### src/rtl/prism_sfifo_pkg.sv
// Shared constants for the PRISM serial-capture FIFO: legal parameter limits
// and the shift_dir encodings.
package prism_sfifo_pkg;

    localparam int DATA_W_MIN = 2;
    localparam int DATA_W_MAX = 32;
    localparam int DEPTH_MIN  = 2;
    localparam int DEPTH_MAX  = 16;

    localparam logic SHIFT_MSB_FIRST = 1'b0;
    localparam logic SHIFT_LSB_FIRST = 1'b1;

endpackage

### src/rtl/prism_shift_fifo_if.sv
// Strobe/status bundle between the PRISM FSM / host register path (master)
// and the shift-FIFO datapath (slave).
interface prism_shift_fifo_if #(
    parameter int DATA_W = 8,
    parameter int DEPTH  = 4
);
    localparam int CNT_W = $clog2(DEPTH + 1);
    localparam int BIT_W = $clog2(DATA_W);

    logic              enable;
    logic              shift_en;
    logic              shift_in;
    logic              shift_dir;
    logic              auto_push;
    logic              push;
    logic              rd_req;
    logic              flush;
    logic              clr_err;
    logic [CNT_W-1:0]  thresh;

    logic              shift_out;
    logic [BIT_W-1:0]  bit_cnt;
    logic [DATA_W-1:0] rd_data;
    logic [CNT_W-1:0]  level;
    logic              full;
    logic              empty;
    logic              overflow;
    logic              underflow;
    logic              irq;

    modport master (
        output enable, shift_en, shift_in, shift_dir, auto_push, push,
               rd_req, flush, clr_err, thresh,
        input  shift_out, bit_cnt, rd_data, level, full, empty,
               overflow, underflow, irq
    );

    modport slave (
        input  enable, shift_en, shift_in, shift_dir, auto_push, push,
               rd_req, flush, clr_err, thresh,
        output shift_out, bit_cnt, rd_data, level, full, empty,
               overflow, underflow, irq
    );
endinterface

### src/rtl/prism_sfifo_mem.sv
// DEPTH x DATA_W flop storage: one write port, asynchronous read port,
// cleared on reset.
module prism_sfifo_mem #(
    parameter int DATA_W = 8,
    parameter int DEPTH  = 4,
    parameter int PTR_W  = $clog2(DEPTH)
) (
    input  logic              clk,
    input  logic              rst_n,
    input  logic              we_i,
    input  logic [PTR_W-1:0]  waddr_i,
    input  logic [DATA_W-1:0] wdata_i,
    input  logic [PTR_W-1:0]  raddr_i,
    output logic [DATA_W-1:0] rdata_o
);

    logic [DEPTH-1:0][DATA_W-1:0] mem_q;

    // Per-entry decode keeps non-power-of-two depths from writing past the array.
    for (genvar i = 0; i < DEPTH; i++) begin : g_entry
        always_ff @(posedge clk or negedge rst_n) begin
            if (!rst_n)
                mem_q[i] <= '0;
            else if (we_i && waddr_i == PTR_W'(i))
                mem_q[i] <= wdata_i;
        end
    end

    assign rdata_o = mem_q[raddr_i];

endmodule

### src/rtl/prism_shift_fifo.sv
// PRISM serial-capture datapath: DATA_W shift register feeding a DEPTH-entry
// FWFT FIFO. Define PRISM_SFIFO_THRESH_IRQ_EN to enable the threshold irq.
module prism_shift_fifo
    import prism_sfifo_pkg::*;
#(
    parameter int DATA_W = 8,
    parameter int DEPTH  = 4,
    parameter int CNT_W  = $clog2(DEPTH + 1),
    parameter int BIT_W  = $clog2(DATA_W)
) (
    input  logic                clk,
    input  logic                rst_n,
    prism_shift_fifo_if.slave   bus
);

    localparam int PTR_W = $clog2(DEPTH);

    logic [DATA_W-1:0] sr_q, sr_d;
    logic [BIT_W-1:0]  bit_cnt_q, bit_cnt_d;
    logic [PTR_W-1:0]  wr_ptr_q, wr_ptr_d, rd_ptr_q, rd_ptr_d;
    logic [CNT_W-1:0]  level_q, level_d;
    logic              ovf_q, ovf_d, udf_q, udf_d, irq_q, irq_d;

    logic              shift, wrap, full, empty;
    logic              push_req, pop_req, do_push, do_pop;
    logic [DATA_W-1:0] head;

    assign full  = (level_q == CNT_W'(DEPTH));
    assign empty = (level_q == '0);
    assign shift = bus.enable & bus.shift_en;

    always_comb begin
        sr_d      = sr_q;
        bit_cnt_d = bit_cnt_q;
        wrap      = 1'b0;
        if (shift) begin
            sr_d = (bus.shift_dir == SHIFT_LSB_FIRST) ? {bus.shift_in, sr_q[DATA_W-1:1]}
                                                      : {sr_q[DATA_W-2:0], bus.shift_in};
            if (bit_cnt_q == BIT_W'(DATA_W - 1)) begin
                bit_cnt_d = '0;
                wrap      = 1'b1;
            end else begin
                bit_cnt_d = bit_cnt_q + 1'b1;
            end
        end
        if (bus.flush) begin
            sr_d      = '0;
            bit_cnt_d = '0;
        end
    end

    // flush suppresses push/pop entirely, so it can never raise an error either.
    assign push_req = bus.enable & (bus.push | (bus.auto_push & wrap)) & ~bus.flush;
    assign pop_req  = bus.rd_req & ~bus.flush;
    assign do_pop   = pop_req & ~empty;
    assign do_push  = push_req & (~full | do_pop);

    always_comb begin
        wr_ptr_d = wr_ptr_q;
        rd_ptr_d = rd_ptr_q;
        level_d  = level_q;
        if (do_push)
            wr_ptr_d = (wr_ptr_q == PTR_W'(DEPTH - 1)) ? '0 : wr_ptr_q + 1'b1;
        if (do_pop)
            rd_ptr_d = (rd_ptr_q == PTR_W'(DEPTH - 1)) ? '0 : rd_ptr_q + 1'b1;
        if (do_push && !do_pop)
            level_d = level_q + 1'b1;
        else if (do_pop && !do_push)
            level_d = level_q - 1'b1;
        if (bus.flush) begin
            wr_ptr_d = '0;
            rd_ptr_d = '0;
            level_d  = '0;
        end
    end

    // Set beats clear when both land in the same cycle.
    assign ovf_d = (push_req & full & ~do_pop) | (ovf_q & ~bus.clr_err);
    assign udf_d = (pop_req & empty) | (udf_q & ~bus.clr_err);

`ifdef PRISM_SFIFO_THRESH_IRQ_EN
    assign irq_d = (bus.thresh != '0) && (level_d >= bus.thresh);
`else
    logic unused_thresh;
    assign unused_thresh = ^bus.thresh;
    assign irq_d = 1'b0;
`endif

    always_ff @(posedge clk or negedge rst_n) begin
        if (!rst_n) begin
            sr_q      <= '0;
            bit_cnt_q <= '0;
            wr_ptr_q  <= '0;
            rd_ptr_q  <= '0;
            level_q   <= '0;
            ovf_q     <= 1'b0;
            udf_q     <= 1'b0;
            irq_q     <= 1'b0;
        end else begin
            sr_q      <= sr_d;
            bit_cnt_q <= bit_cnt_d;
            wr_ptr_q  <= wr_ptr_d;
            rd_ptr_q  <= rd_ptr_d;
            level_q   <= level_d;
            ovf_q     <= ovf_d;
            udf_q     <= udf_d;
            irq_q     <= irq_d;
        end
    end

    prism_sfifo_mem #(
        .DATA_W (DATA_W),
        .DEPTH  (DEPTH),
        .PTR_W  (PTR_W)
    ) u_mem (
        .clk     (clk),
        .rst_n   (rst_n),
        .we_i    (do_push),
        .waddr_i (wr_ptr_q),
        .wdata_i (sr_d),
        .raddr_i (rd_ptr_q),
        .rdata_o (head)
    );

    assign bus.shift_out = (bus.shift_dir == SHIFT_LSB_FIRST) ? sr_q[0] : sr_q[DATA_W-1];
    assign bus.bit_cnt   = bit_cnt_q;
    assign bus.rd_data   = empty ? '0 : head;
    assign bus.level     = level_q;
    assign bus.full      = full;
    assign bus.empty     = empty;
    assign bus.overflow  = ovf_q;
    assign bus.underflow = udf_q;
    assign bus.irq       = irq_q;

endmodule

### src/flat_wrapper.sv
// flat-port wrapper written by rule: the top's interface ports become plain ports
module prism_shift_fifo_flat import prism_sfifo_pkg::*;
#(
    parameter int DATA_W = 8,
    parameter int DEPTH  = 4,
    parameter int CNT_W  = $clog2(DEPTH + 1),
    parameter int BIT_W  = $clog2(DATA_W)
)
  (clk, rst_n, bus_enable, bus_shift_en, bus_shift_in, bus_shift_dir, bus_auto_push, bus_push, bus_rd_req, bus_flush, bus_clr_err, bus_thresh, bus_shift_out, bus_bit_cnt, bus_rd_data, bus_level, bus_full, bus_empty, bus_overflow, bus_underflow, bus_irq);
  prism_shift_fifo_if #(.DATA_W(DATA_W), .DEPTH(DEPTH)) bus_i ();
  input  logic clk;
  input  logic rst_n;
  input wire logic [$bits(bus_i.enable)-1:0] bus_enable;
  input wire logic [$bits(bus_i.shift_en)-1:0] bus_shift_en;
  input wire logic [$bits(bus_i.shift_in)-1:0] bus_shift_in;
  input wire logic [$bits(bus_i.shift_dir)-1:0] bus_shift_dir;
  input wire logic [$bits(bus_i.auto_push)-1:0] bus_auto_push;
  input wire logic [$bits(bus_i.push)-1:0] bus_push;
  input wire logic [$bits(bus_i.rd_req)-1:0] bus_rd_req;
  input wire logic [$bits(bus_i.flush)-1:0] bus_flush;
  input wire logic [$bits(bus_i.clr_err)-1:0] bus_clr_err;
  input wire logic [$bits(bus_i.thresh)-1:0] bus_thresh;
  output wire logic [$bits(bus_i.shift_out)-1:0] bus_shift_out;
  output wire logic [$bits(bus_i.bit_cnt)-1:0] bus_bit_cnt;
  output wire logic [$bits(bus_i.rd_data)-1:0] bus_rd_data;
  output wire logic [$bits(bus_i.level)-1:0] bus_level;
  output wire logic [$bits(bus_i.full)-1:0] bus_full;
  output wire logic [$bits(bus_i.empty)-1:0] bus_empty;
  output wire logic [$bits(bus_i.overflow)-1:0] bus_overflow;
  output wire logic [$bits(bus_i.underflow)-1:0] bus_underflow;
  output wire logic [$bits(bus_i.irq)-1:0] bus_irq;
  assign bus_i.enable = bus_enable;
  assign bus_i.shift_en = bus_shift_en;
  assign bus_i.shift_in = bus_shift_in;
  assign bus_i.shift_dir = bus_shift_dir;
  assign bus_i.auto_push = bus_auto_push;
  assign bus_i.push = bus_push;
  assign bus_i.rd_req = bus_rd_req;
  assign bus_i.flush = bus_flush;
  assign bus_i.clr_err = bus_clr_err;
  assign bus_i.thresh = bus_thresh;
  assign bus_shift_out = bus_i.shift_out;
  assign bus_bit_cnt = bus_i.bit_cnt;
  assign bus_rd_data = bus_i.rd_data;
  assign bus_level = bus_i.level;
  assign bus_full = bus_i.full;
  assign bus_empty = bus_i.empty;
  assign bus_overflow = bus_i.overflow;
  assign bus_underflow = bus_i.underflow;
  assign bus_irq = bus_i.irq;
  prism_shift_fifo #(.DATA_W(DATA_W), .DEPTH(DEPTH), .CNT_W(CNT_W), .BIT_W(BIT_W)) u_core (.clk(clk), .rst_n(rst_n), .bus(bus_i));
endmodule
### config.mk
export PLATFORM = sky130hd
export DESIGN_NAME = prism_shift_fifo_flat
export DESIGN_NICKNAME = d
export VERILOG_FILES = /design/src/rtl/prism_sfifo_pkg.sv /design/src/rtl/prism_shift_fifo_if.sv /design/src/rtl/prism_sfifo_mem.sv /design/src/rtl/prism_shift_fifo.sv /design/src/flat_wrapper.sv
export SDC_FILE = /design/constraint.sdc
export NUM_CORES = 1
export LEC_CHECK = 0
export ABC_CLOCK_PERIOD_IN_PS = 8050
export CORE_UTILIZATION = 28
export DETAILED_ROUTE_END_ITERATION = 10
export PLACE_DENSITY_LB_ADDON = 0.1
export SYNTH_ARGS = -nofsm -noshare
export SYNTH_HDL_FRONTEND = slang
export SYNTH_SLANG_ARGS = --single-unit
### constraint.sdc
create_clock -name clk -period 8.05 [get_ports clk]
set_clock_uncertainty 0.15 [all_clocks]
set_input_delay 2.0125 -clock clk [delete_from_list [all_inputs] [get_ports clk]]
set_output_delay 2.0125 -clock clk [all_outputs]
set_load 0.05 [all_outputs]
# After elaboration in Yosys (flattened, before gate mapping)
# Index checks and enable logic that the tools add are counted.
[totals] regBits=52 inputBits=14 out_inout_bits=20 wordCells=79
[op_classes] n_addsub=5 magnitude_cmp=1 n_eq_ne=6 n_mux=21 bitwise=21 reduce_logical=14
[op_table] op="two-way mux 8 bit" count=5
[op_table] op="two-way mux 3 bit" count=6
[op_table] op="binary-select mux 8 bit (select 2 bit)" count=1
[op_table] op="bitwise AND 1 bit" count=12
[op_table] op="two-way mux 2 bit" count=6
[op_table] op="adder 3 x 1 -> 3 bit (second input constant)" count=2
[op_table] op="== test 2 bit (second input constant)" count=3
[op_table] op="== test 3 bit (second input constant)" count=2
[op_table] op="logical AND 1 bit" count=6
[op_table] op="nonzero test 2 bit" count=3
[op_table] op="inverter 1 bit" count=5
[op_table] op="adder 2 x 1 -> 2 bit (second input constant)" count=2
[op_table] op="bitwise OR 1 bit" count=4
[op_table] op="zero test 3 bit" count=1
[op_table] op="< comparator 2 x 3 -> 1 bit (second input constant)" count=1
[op_table] op="two-way mux 1 bit" count=3
[op_table] op="nonzero test 3 bit" count=1
[op_table] op="subtractor 3 x 1 -> 3 bit (second input constant)" count=1
[op_table] op="== test 2 x 1 -> 1 bit (second input constant)" count=1
[op_table] op="zero test 1 bit" count=2
[op_table] op="zero test 2 bit" count=1

# Longest topological paths before layout
# Gate-level depths: netlist (run 1).
[depth] word_depth=13 ltp_mapped=10 mapped_depth_nobuf=10

# Modules after synthesis
# From an unflattened synthesis (run 1), not the netlist that was laid out.
[hier_totals] hier_cells=213 area_unflattened_um2=2636.3
[modules_own_cells] module="prism_sfifo_mem" n_inst=1 cells_per_inst=78 area_per_inst_um2=1401.3 seq_area_each_um2=800.8
[modules_own_cells] module="prism_shift_fifo" n_inst=1 cells_per_inst=135 area_per_inst_um2=1234.9 seq_area_each_um2=500.5

# Worst setup path after synthesis (run 1)
# OpenSTA, ideal clock, no wires.
[synth_path] kind="input to output" startpoint="in bus_shift_dir" endpoint="out bus_shift_out" t_arrival_ns=2.709 required_time_ns=5.887 slack_ns=3.179 stages=2 n_path_buf=1 path_cell_list="buf_2 > mux2_2"
[synth_via] elab_chain_len=1
[synth_lines] element="from (decl)" line="flat_wrapper.sv:16" text="input wire logic [$bits(bus_i.shift_dir)-1:0] bus_shift_dir;"
[synth_lines] element="two-way mux 1 bit" line="prism_shift_fifo.sv:125" text="assign bus.shift_out = (bus.shift_dir == SHIFT_LSB_FIRST) ? sr_q[0] : sr_q[DATA_W-1];"
[synth_lines] element="to (decl)" line="flat_wrapper.sv:23" text="output wire logic [$bits(bus_i.shift_out)-1:0] bus_shift_out;"
# Every way passes these cells.

# Worst setup path in the final report (run 1)
# Ends and elaborated chain as after synthesis.

==> impl_metrics.tcl, run 1 <==
set metrics [dict create \
    syn_to_final_growth_pct 19.35 \
    rr_startpoint "u_core.bus.level[1]" \
    track_usage_pct 13.03 \
    drt_iter0_markers 68 \
    setup_violations 0 \
    max_freq_ghz 0.1652 \
    synth_area_leaders "dfrtp_1 49%, mux2_2 13%, mux4_2 6.8%" \
    gp_congestion 0.6887 \
    finalNetCount 264 \
    setup_tns_ps 0 \
    htreeDepth 2 \
    wl_per_cell_um 16.35 \
    yosysWarnings 0 \
    post_cts_resized 0 \
    antenna_found_initial 0 \
    slew_viol_final 0 \
    initial_utilization_pct 28.69 \
    die_w_um 99.08 \
    cts_hold_buf 0 \
    timing.reg2reg.setup_slack_ps 4870 \
    irDropWorstVdd_v 0.00007465 \
    drc 0 \
    critPathKind "in2out" \
    cts_sinks 52 \
    die_area_mm2 0.009817 \
    cts_buffers 5 \
    portBuffers 29 \
    rows 35 \
    worstHoldStart "u_core.u_mem.mem_q[23]" \
    wl_mm 5.789 \
    core_mm2 0.009196 \
    crit_chain "clkdlybuf4s50_1 > mux2_2 > clkdlybuf4s50_1" \
    slowest_delay_ps 770 \
    synth_edf_count 0 \
    status "finished, final reports clean" \
    clkTransAtPathRegs_ps 100 \
    pre_cts_slack_ps 1991 \
    critPathLaunchType "primary input" \
    cts_tree "yes" \
    relSlewSlack_pct 33.30 \
    cp_slowest_cell "clkdlybuf4s50_1" \
    syn_area_per_cell_um2 12.27 \
    crit_buf_inv 2 \
    syn_area_mm2 0.002639 \
    cp_top_family "buffers and inverters" \
    drt_pre_antenna_iters 4 \
    yosys.area.top_type_share_pct 49.31 \
    p_per_area_mw_per_mm2 199.5 \
    crit_fanout 9 \
    yosysTopAreaCell "dfrtp_1" \
    r2r_cells 8 \
    endpoint "bus_shift_out" \
    cp-startpoint "bus_shift_dir" \
    die_h_um 99.08 \
    drive_gt1_share_pct 24.28 \
    synth_top_flop_cell "dfrtp_1" \
    cap_viol_max_count 0 \
    tightestPinTransition_ps 995.0 \
    grt_pass1_vias 1723 \
    antenna_cells 0 \
    clock_latency_ps 310 \
    grt_max_degree 53 \
    cp.required_ps 5890 \
    hp-class "reg2reg" \
    cts_root_buf "clkbuf_8" \
    grt.overflow.total 0 \
    reg2reg_to "u_core.bus.level[2]" \
    hpwl_mm 3.686 \
    synth_seq_cells 52 \
    setup_slack_ps 1997 \
    clock_path_buffers 2 \
    cp-end-kind "primary output" \
    grt_setup_unrepaired "false" \
    hold_viol 0 \
    ys_async_sr_fraction_pct 100.0 \
    arrival_ps 3890 \
    timing.critical_path.mode_cell "clkdlybuf4s50_1" \
    postSynthCellCount 215 \
    postCtsSetupBuffers 0 \
    antenna_left 0 \
    grt_pass1_wl_mm 9.680 \
    post-route-period-util_pct 75.19 \
    synth_cell_types 40 \
    fin_crit_ps 6053 \
    ios 34 \
    vias 1710 \
    vias_per_cell 4.831 \
    synth_fp_nets 237 \
    p_leak_nw 1.394 \
    cp.depth 3 \
    ys_seq_area_share_pct 49.31 \
]
-- layer usage --
metal / track usage, % / vias up / part of all wire, %
li1: - / 821 / -
met1: 18.10 / 859 / 50
met2: 20.82 / 26 / 46
met3: 2.411 / 4 / 3.1
met4: 3.733 / 0 / 0.95
met5: 0 / - / 0
-- layout make-up --
class                   instances  area, um^2
fillers                       959        6047
flip-flops and latches         52        1301
multi-input cells             145        1265
repair buffers                 30       292.8
well taps                     111       138.9
clock buffers                   6       82.58
clock inverters                 2       38.79
inverters                       8       30.03
-- state kept, by name (all words and copies together), names as in the netlist --
name,flops
u_core.bus.overflow,1
u_core.wr_ptr_q,2
u_core.bus.bit_cnt,3
u_core.bus.level,3
u_core.rd_ptr_q,2
u_core.bus.underflow,1
u_core.sr_q,8
u_core.u_mem.mem_q,32
-- worst reg2reg max path, stage by stage, from the launching register on --
cell and delay, ps:
dfrtp_1 500, nor3_2 860, nor2_1 300, nor3_1 300, fa_1 310, nor2_1 70, or2_2 280, a211oi_1 200
nor3_1 80
-- cells in the mapped netlist, types with 2 or more instances --
master     n
or2_2      2
mux2i_1   11
a211oi_1   9
ha_1       7
nor2b_1    8
inv_1      8
nand2b_1   2
nand2_1    9
buf_2      5
nand2_2    4
o32ai_1    2
mux4_2     8
nor3_1     7
a21oi_1    4
mux2_2    31
o22ai_1    2
clkbuf_1   3
dfrtp_1   52
nor2_1    19
mux2_1     2
-- worst min-delay path by stage --
stage	endpoint	slack (ps)	cells after the start
floorplan	u_core.u_mem.mem_q[23]	310	1
global placement	u_core.u_mem.mem_q[23]	330	1
detailed placement	u_core.u_mem.mem_q[31]	330	1
CTS	u_core.u_mem.mem_q[31]	360	1
global route	u_core.u_mem.mem_q[25]	380	1
finish	u_core.u_mem.mem_q[23]	350	1
-- metrics by stage --
stage | total power [mW] | area, um^2 | cells | util, % | hold slack [ps]
after floorplan | 0.3943 | 2639 | 215 | - | 308.7
after global placement | 0.4413 | 3028 | 346 | 32.93 | 326.3
after detailed placement | 0.4414 | 3028 | 346 | 32.93 | 334.4
after CTS | 0.6405 | 3149 | 354 | 34.24 | 359.1
after global routing | 0.6615 | 3149 | 354 | 34.24 | 376.1
final | 0.6282 | 3149 | 354 | 34.24 | 352.3
-- cells by family (layout without fill, tap and decap cells) --
family                     count (synthesis)  count (layout)  synth area share (%)
and+or+nand+nor                           59              59                 11.71
muxes                                     52              52                 25.08
DFF                                       52              52                 49.31
AOI/OAI and AO/OA                         24              24                 6.401
buffers and inverters                     18              46                 2.940
adders and majority gates                  8               8                 4.078
other                                      1               1                0.1421
xor gates and xnor gates                   1               1                0.3320
-- power by group --
part	switching [mW]	leakage, nW	total [mW]	internal (mW)
logic	0.0787	0.622	0.136	0.0577
registers	0.0187	0.711	0.297	0.278
clock network	0.0930	0.0614	0.195	0.102
total	0.190	1.39	0.628	0.438
-- placed cells by master (no fill, tap or decap), drive strengths merged, types with 8 or more instances in the layout --
cell type	count
mux2	33
mux4	8
dfrtp	52
nor2b	8
mux2i	11
nand2	13
inv	8
nor2	19
a211oi	9
clkdlybuf4s50	28
Power figures use the tool's default switching activity.
==> run 2, diff against run 1 <==
Settings changed: ABC_CLOCK_PERIOD_IN_PS 8050 to 4900.
Clock period 8.05 ns to 4.9 ns, I/O delays scaled along.
==> run 2 against run 1 <==
Utilization increased by 0.24 points. Highest routed layer unchanged. Sequential cell count unchanged. Global-route usage is 0.28 points lower. Sequential share of layout area is 0.29 points lower. Combinational power is 68% higher. Setup slack lost 1300 ps. Register-to-register slack worse by 2800 ps. Clock power up 63%. Hold slack improved by 5.5 ps. Critical path depth did not move.
==> impl_metrics.tcl, run 2 (synthesized netlist as in run 1, its figures left out) <==
set metrics [dict create \
    vias_per_cell 4.815 \
    cts_buffers 5 \
    regMostFlops "u_core.u_mem.mem_q" \
    cts_root_buf "clkbuf_8" \
    syn_to_final_growth_pct 20.20 \
    slowest_delay_ps 710 \
    p_per_area_mw_per_mm2 325.5 \
    arrival_ps 2820 \
    hp-class "reg2reg" \
    crit_buf_inv 2 \
    cp_slowest_cell "clkdlybuf4s50_1" \
    p_sw_mw 0.3099 \
    grt_setup_unrepaired "false" \
    timing.reg2reg.setup_slack_ps 2050 \
    crit_fanout 2 \
    htreeDepth 2 \
    p_int_mw 0.7226 \
    cp-end-kind "primary output" \
    antenna_cells 0 \
    timing.critical_path.mode_cell "clkdlybuf4s50_1" \
    post-route-period-util_pct 85.55 \
    post_cts_resized 0 \
    wl_per_cell_um 16.23 \
    dpl_cell_area_mm2 0.003050 \
    die_h_um 99.08 \
    cp_top_family "buffers and inverters" \
    core_mm2 0.009196 \
    p_seq_share_pct 47.2 \
    slew_viol_final 0 \
    drt_iter0_markers 58 \
    cap_viol_max_count 0 \
    clock_path_buffers 2 \
    grt_pass1_wl_mm 9.363 \
    setup_tns_ps 0 \
    crit_chain "clkdlybuf4s50_1 > mux2_2 > clkdlybuf4s50_1" \
    postCtsSetupBuffers 0 \
    ios 34 \
    gp_congestion 0.7169 \
    critPathLaunchType "primary input" \
    setup_violations 0 \
    cts_sinks 52 \
    grt_max_degree 36 \
    p_comb_share_pct 22.1 \
    antenna_found_initial 0 \
    drc 0 \
    finalNetCount 267 \
    top_regs "u_core.u_mem.mem_q (32), u_core.sr_q (8)" \
    relSlewSlack_pct 55.91 \
    rows 35 \
    critPathKind "in2out" \
    tightestPinTransition_ps 661.3 \
    die_w_um 99.08 \
    vias 1719 \
    fin_crit_ps 4192 \
    p_sw_share_pct 30.02 \
    grt_pass1_vias 1715 \
    drive_gt1_share_pct 25.20 \
    cp.required_ps 3520 \
    irDropWorstVdd_v 0.0001565 \
    hpwl_mm 3.823 \
    status "finished, final reports clean" \
    antenna_left 0 \
    hold_viol 0 \
    cts_hold_buf 0 \
    initial_utilization_pct 28.69 \
    largest_register_ffs 32 \
    max_freq_ghz 0.2386 \
    clock_latency_ps 310 \
    drt_pre_antenna_iters 4 \
    report.power.total_mw 1.033 \
    timing.hold.ws_ps 357.7 \
    mostFrequentLayoutCells "52 x dfrtp_1, 31 x mux2_2, 28 x clkdlybuf4s50_1, 19 x nor2_1, 11 x mux2i_1" \
    grt.overflow.total 0 \
    final_common_cell "dfrtp_1" \
    cts_tree "yes" \
    portBuffers 29 \
    wl_mm 5.795 \
    clkTransAtPathRegs_ps 100 \
    p_leak_nw 1.408 \
    die_area_mm2 0.009817 \
    track_usage_pct 12.75 \
    final_area_mm2 0.003172 \
    pwr-share-clk_pct 30.7 \
]
run 2: cell types whose count changed in the layout (fill, tap and decap cells not counted), sizes merged:
cell and delta:
buf +3
run 2: power groups by stage:
stage	sequential [mW]	combinational (mW)	clock [mW]
finish	0.488	0.228	0.317
global route	0.493	0.248	0.351
CTS	0.489	0.232	0.332
detailed placement	0.497	0.232	0
global placement	0.498	0.231	0
floorplan	0.499	0.149	0
run 2: worst reg2reg max path, delay by kind of cell (launching register included):
| kind | cells | cell delay (ps) |
|---|---|---|
| compound gates | 2 | 670 |
| fa+ha+maj | 3 | 900 |
| simple gates | 5 | 610 |
| flops | 1 | 420 |
run 2: per-layer routing:
| layer | wire length, um | vias up | part of all wire, % | track usage, % |
|---|---|---|---|---|
| met5 | 0 | - | 0 | 0 |
| met4 | 31 | 0 | 0.53 | 3.394 |
| met3 | 152 | 2 | 2.6 | 2.908 |
| met2 | 2614 | 20 | 45 | 19.37 |
| met1 | 2996 | 865 | 52 | 18.31 |
| li1 | - | 832 | - | - |
run 2: final timing paths:
check / from / to / cells past startpoint
worst max-delay path: bus_shift_dir / bus_shift_out / 3
worst min-delay path: u_core.u_mem.mem_q[18] / u_core.u_mem.mem_q[18] / 1
worst max register to register: u_core.bus.bit_cnt[0] / u_core.bus.level[2] / 10
worst min register to register: u_core.u_mem.mem_q[18] / u_core.u_mem.mem_q[18] / 1
max in group asynchronous: rst_n / u_core.sr_q[6] / 2
min in group asynchronous: rst_n / u_core.bus.level[2] / 1
run 2: stage by stage:
stage,util [%],setup WS (ps),instances
floorplan,-,1447,215
global placement,33.17,696.1,349
detailed placement,33.17,704.1,349
CTS,34.49,695.1,357
global route,34.49,701.0,357
finish,34.49,708.1,357
run 2: final cells by class:
class / count / area (um^2)
flip-flops and latches: 52 / 1301
well taps: 111 / 138.9
fillers: 937 / 6025
repair buffers: 33 / 315.3
clock inverters: 2 / 38.79
inverters: 8 / 30.03
clock buffers: 6 / 82.58
multi-input cells: 145 / 1265
==> run 3, diff against run 2 <==
Settings changed: CORE_MARGIN from default to 8, GPL_ROUTABILITY_DRIVEN from default to 1.
==> run 3 against run 2 <==
First-iteration DRC count decreased by 38%. Via count about the same. Sequential share of layout area increased by 0.38 points. Count of clock-buffer cells in the layout decreased by 1. Critical path type unchanged. Critical endpoint unchanged.
==> impl_metrics.tcl, run 3 (synthesized netlist as in run 1, its figures left out) <==
set metrics [dict create \
    portBuffers 29 \
    postCtsSetupBuffers 0 \
    drc 0 \
    arrival_ps 2750 \
    final_common_cell "dfrtp_1" \
    drive_gt1_share_pct 25.20 \
    report.power.total_mw 0.9636 \
    reg2reg_to "u_core.bus.level[2]" \
    cts_sinks 52 \
    p_int_mw 0.6570 \
    core_mm2 0.009196 \
    crit_fanout 2 \
    max_freq_ghz 0.2424 \
    cp-startpoint "bus_shift_dir" \
    tightestPinTransition_ps 891.2 \
    setup_tns_ps 0 \
    mostFrequentLayoutCells "52 x dfrtp_1, 31 x mux2_2, 28 x clkdlybuf4s50_1, 19 x nor2_1, 11 x mux2i_1" \
    timing.reg2reg.setup_slack_ps 2050 \
    drt_pre_antenna_iters 4 \
    grt_pass1_vias 1790 \
    clock_path_buffers 2 \
    cap_viol_max_count 0 \
    critPathLaunchType "primary input" \
    antenna_found_initial 0 \
    cts_hold_buf 0 \
    p_sw_share_pct 31.82 \
    pwr-share-clk_pct 25.7 \
    p_sw_mw 0.3066 \
    vias_per_cell 4.818 \
    cp.required_ps 3520 \
    layoutNonFillerInstCount 357 \
    slew_viol_final 0 \
    endpoint "bus_shift_out" \
    setup_violations 0 \
    r2r_cells 10 \
    fin_crit_ps 4125 \
    ios 34 \
    p_leak_nw 1.387 \
    rows 35 \
    grt_setup_unrepaired "false" \
    relSlewSlack_pct 40.59 \
    cts_root_buf "clkbuf_8" \
    post_cts_resized 0 \
    rr_startpoint "u_core.bus.bit_cnt[0]" \
    largest_register_ffs 32 \
    hpwl_mm 4.098 \
    grt.overflow.total 0 \
    post-route-period-util_pct 84.19 \
    p_per_area_mw_per_mm2 306.6 \
    timing.hold.ws_ps 347.9 \
    hold_viol 0 \
    wl_per_cell_um 16.83 \
    clock_latency_ps 300 \
    antenna_cells 0 \
    initial_utilization_pct 28.69 \
    cp-end-kind "primary output" \
    dp_cells 349 \
    p_seq_share_pct 50.5 \
    vias 1720 \
    irDropWorstVdd_v 0.0001242 \
    antenna_left 0 \
    grt_pass1_wl_mm 9.846 \
    htreeDepth 2 \
    syn_to_final_growth_pct 19.11 \
    regMostFlops "u_core.u_mem.mem_q" \
    clkTransAtPathRegs_ps 100 \
    die_area_mm2 0.01279 \
    die_h_um 113.1 \
    wl_mm 6.007 \
    grt_max_degree 37 \
    drt_iter0_markers 36 \
    finalNetCount 267 \
    cts_tree "yes" \
    die_w_um 113.1 \
    hp-class "reg2reg" \
    critPathKind "in2out" \
    p_comb_share_pct 23.7 \
    gp_congestion 0.7210 \
    cts_buffers 5 \
    track_usage_pct 9.807 \
    top_regs "u_core.u_mem.mem_q (32), u_core.sr_q (8)" \
    status "finished, final reports clean" \
]
[run 3: layout make-up]
class	count	area, um^2
inverter	8	30.03
clock inverter	3	23.77
fill	971	6053
multi-input combinational	145	1265
tap	111	138.9
clock buffer	5	68.82
timing repair buffer	33	315.3
sequential	52	1301
[run 3: how the worst min path moves through the flow]
stage,start,end,slack (ps),depth (start not counted)
after floorplan,u_core.u_mem.mem_q[23],u_core.u_mem.mem_q[23],310,1
after global placement,u_core.u_mem.mem_q[31],u_core.u_mem.mem_q[31],330,1
after detailed placement,u_core.u_mem.mem_q[31],u_core.u_mem.mem_q[31],330,1
after CTS,u_core.u_mem.mem_q[31],u_core.u_mem.mem_q[31],350,1
after global routing,u_core.u_mem.mem_q[15],u_core.u_mem.mem_q[15],380,1
final,u_core.u_mem.mem_q[23],u_core.u_mem.mem_q[23],350,1
[run 3: metrics by stage]
stage | util [%] | worst slack, ps | area (um^2)
floorplan | - | 1447 | 2639
global placement | 33.17 | 776.7 | 3050
detailed placement | 33.17 | 768.7 | 3050
CTS | 34.18 | 763.4 | 3143
global route | 34.18 | 757.2 | 3143
finish | 34.18 | 774.8 | 3143
[run 3: metal layers]
| metal | track usage (%) | share of wire (%) | wire length, um |
|---|---|---|---|
| met5 | 0 | 0 | 0 |
| met2 | 15.95 | 47 | 2818 |
| met4 | 2.664 | 0.68 | 41 |
| met3 | 2.236 | 3.2 | 192 |
| met1 | 12.78 | 49 | 2954 |
[run 3: power groups by stage]
stage | Sequential, mW | Clock [mW] | Combinational, mW
after global routing | 0.494 | 0.283 | 0.249
after floorplan | 0.499 | 0 | 0.149
after detailed placement | 0.497 | 0 | 0.233
after CTS | 0.488 | 0.267 | 0.234
final | 0.487 | 0.248 | 0.229
after global placement | 0.497 | 0 | 0.232
[run 3: critical path, stage by stage]
cell,delay [ps]
clkdlybuf4s50_1,490
mux2_2,330
clkdlybuf4s50_1,700
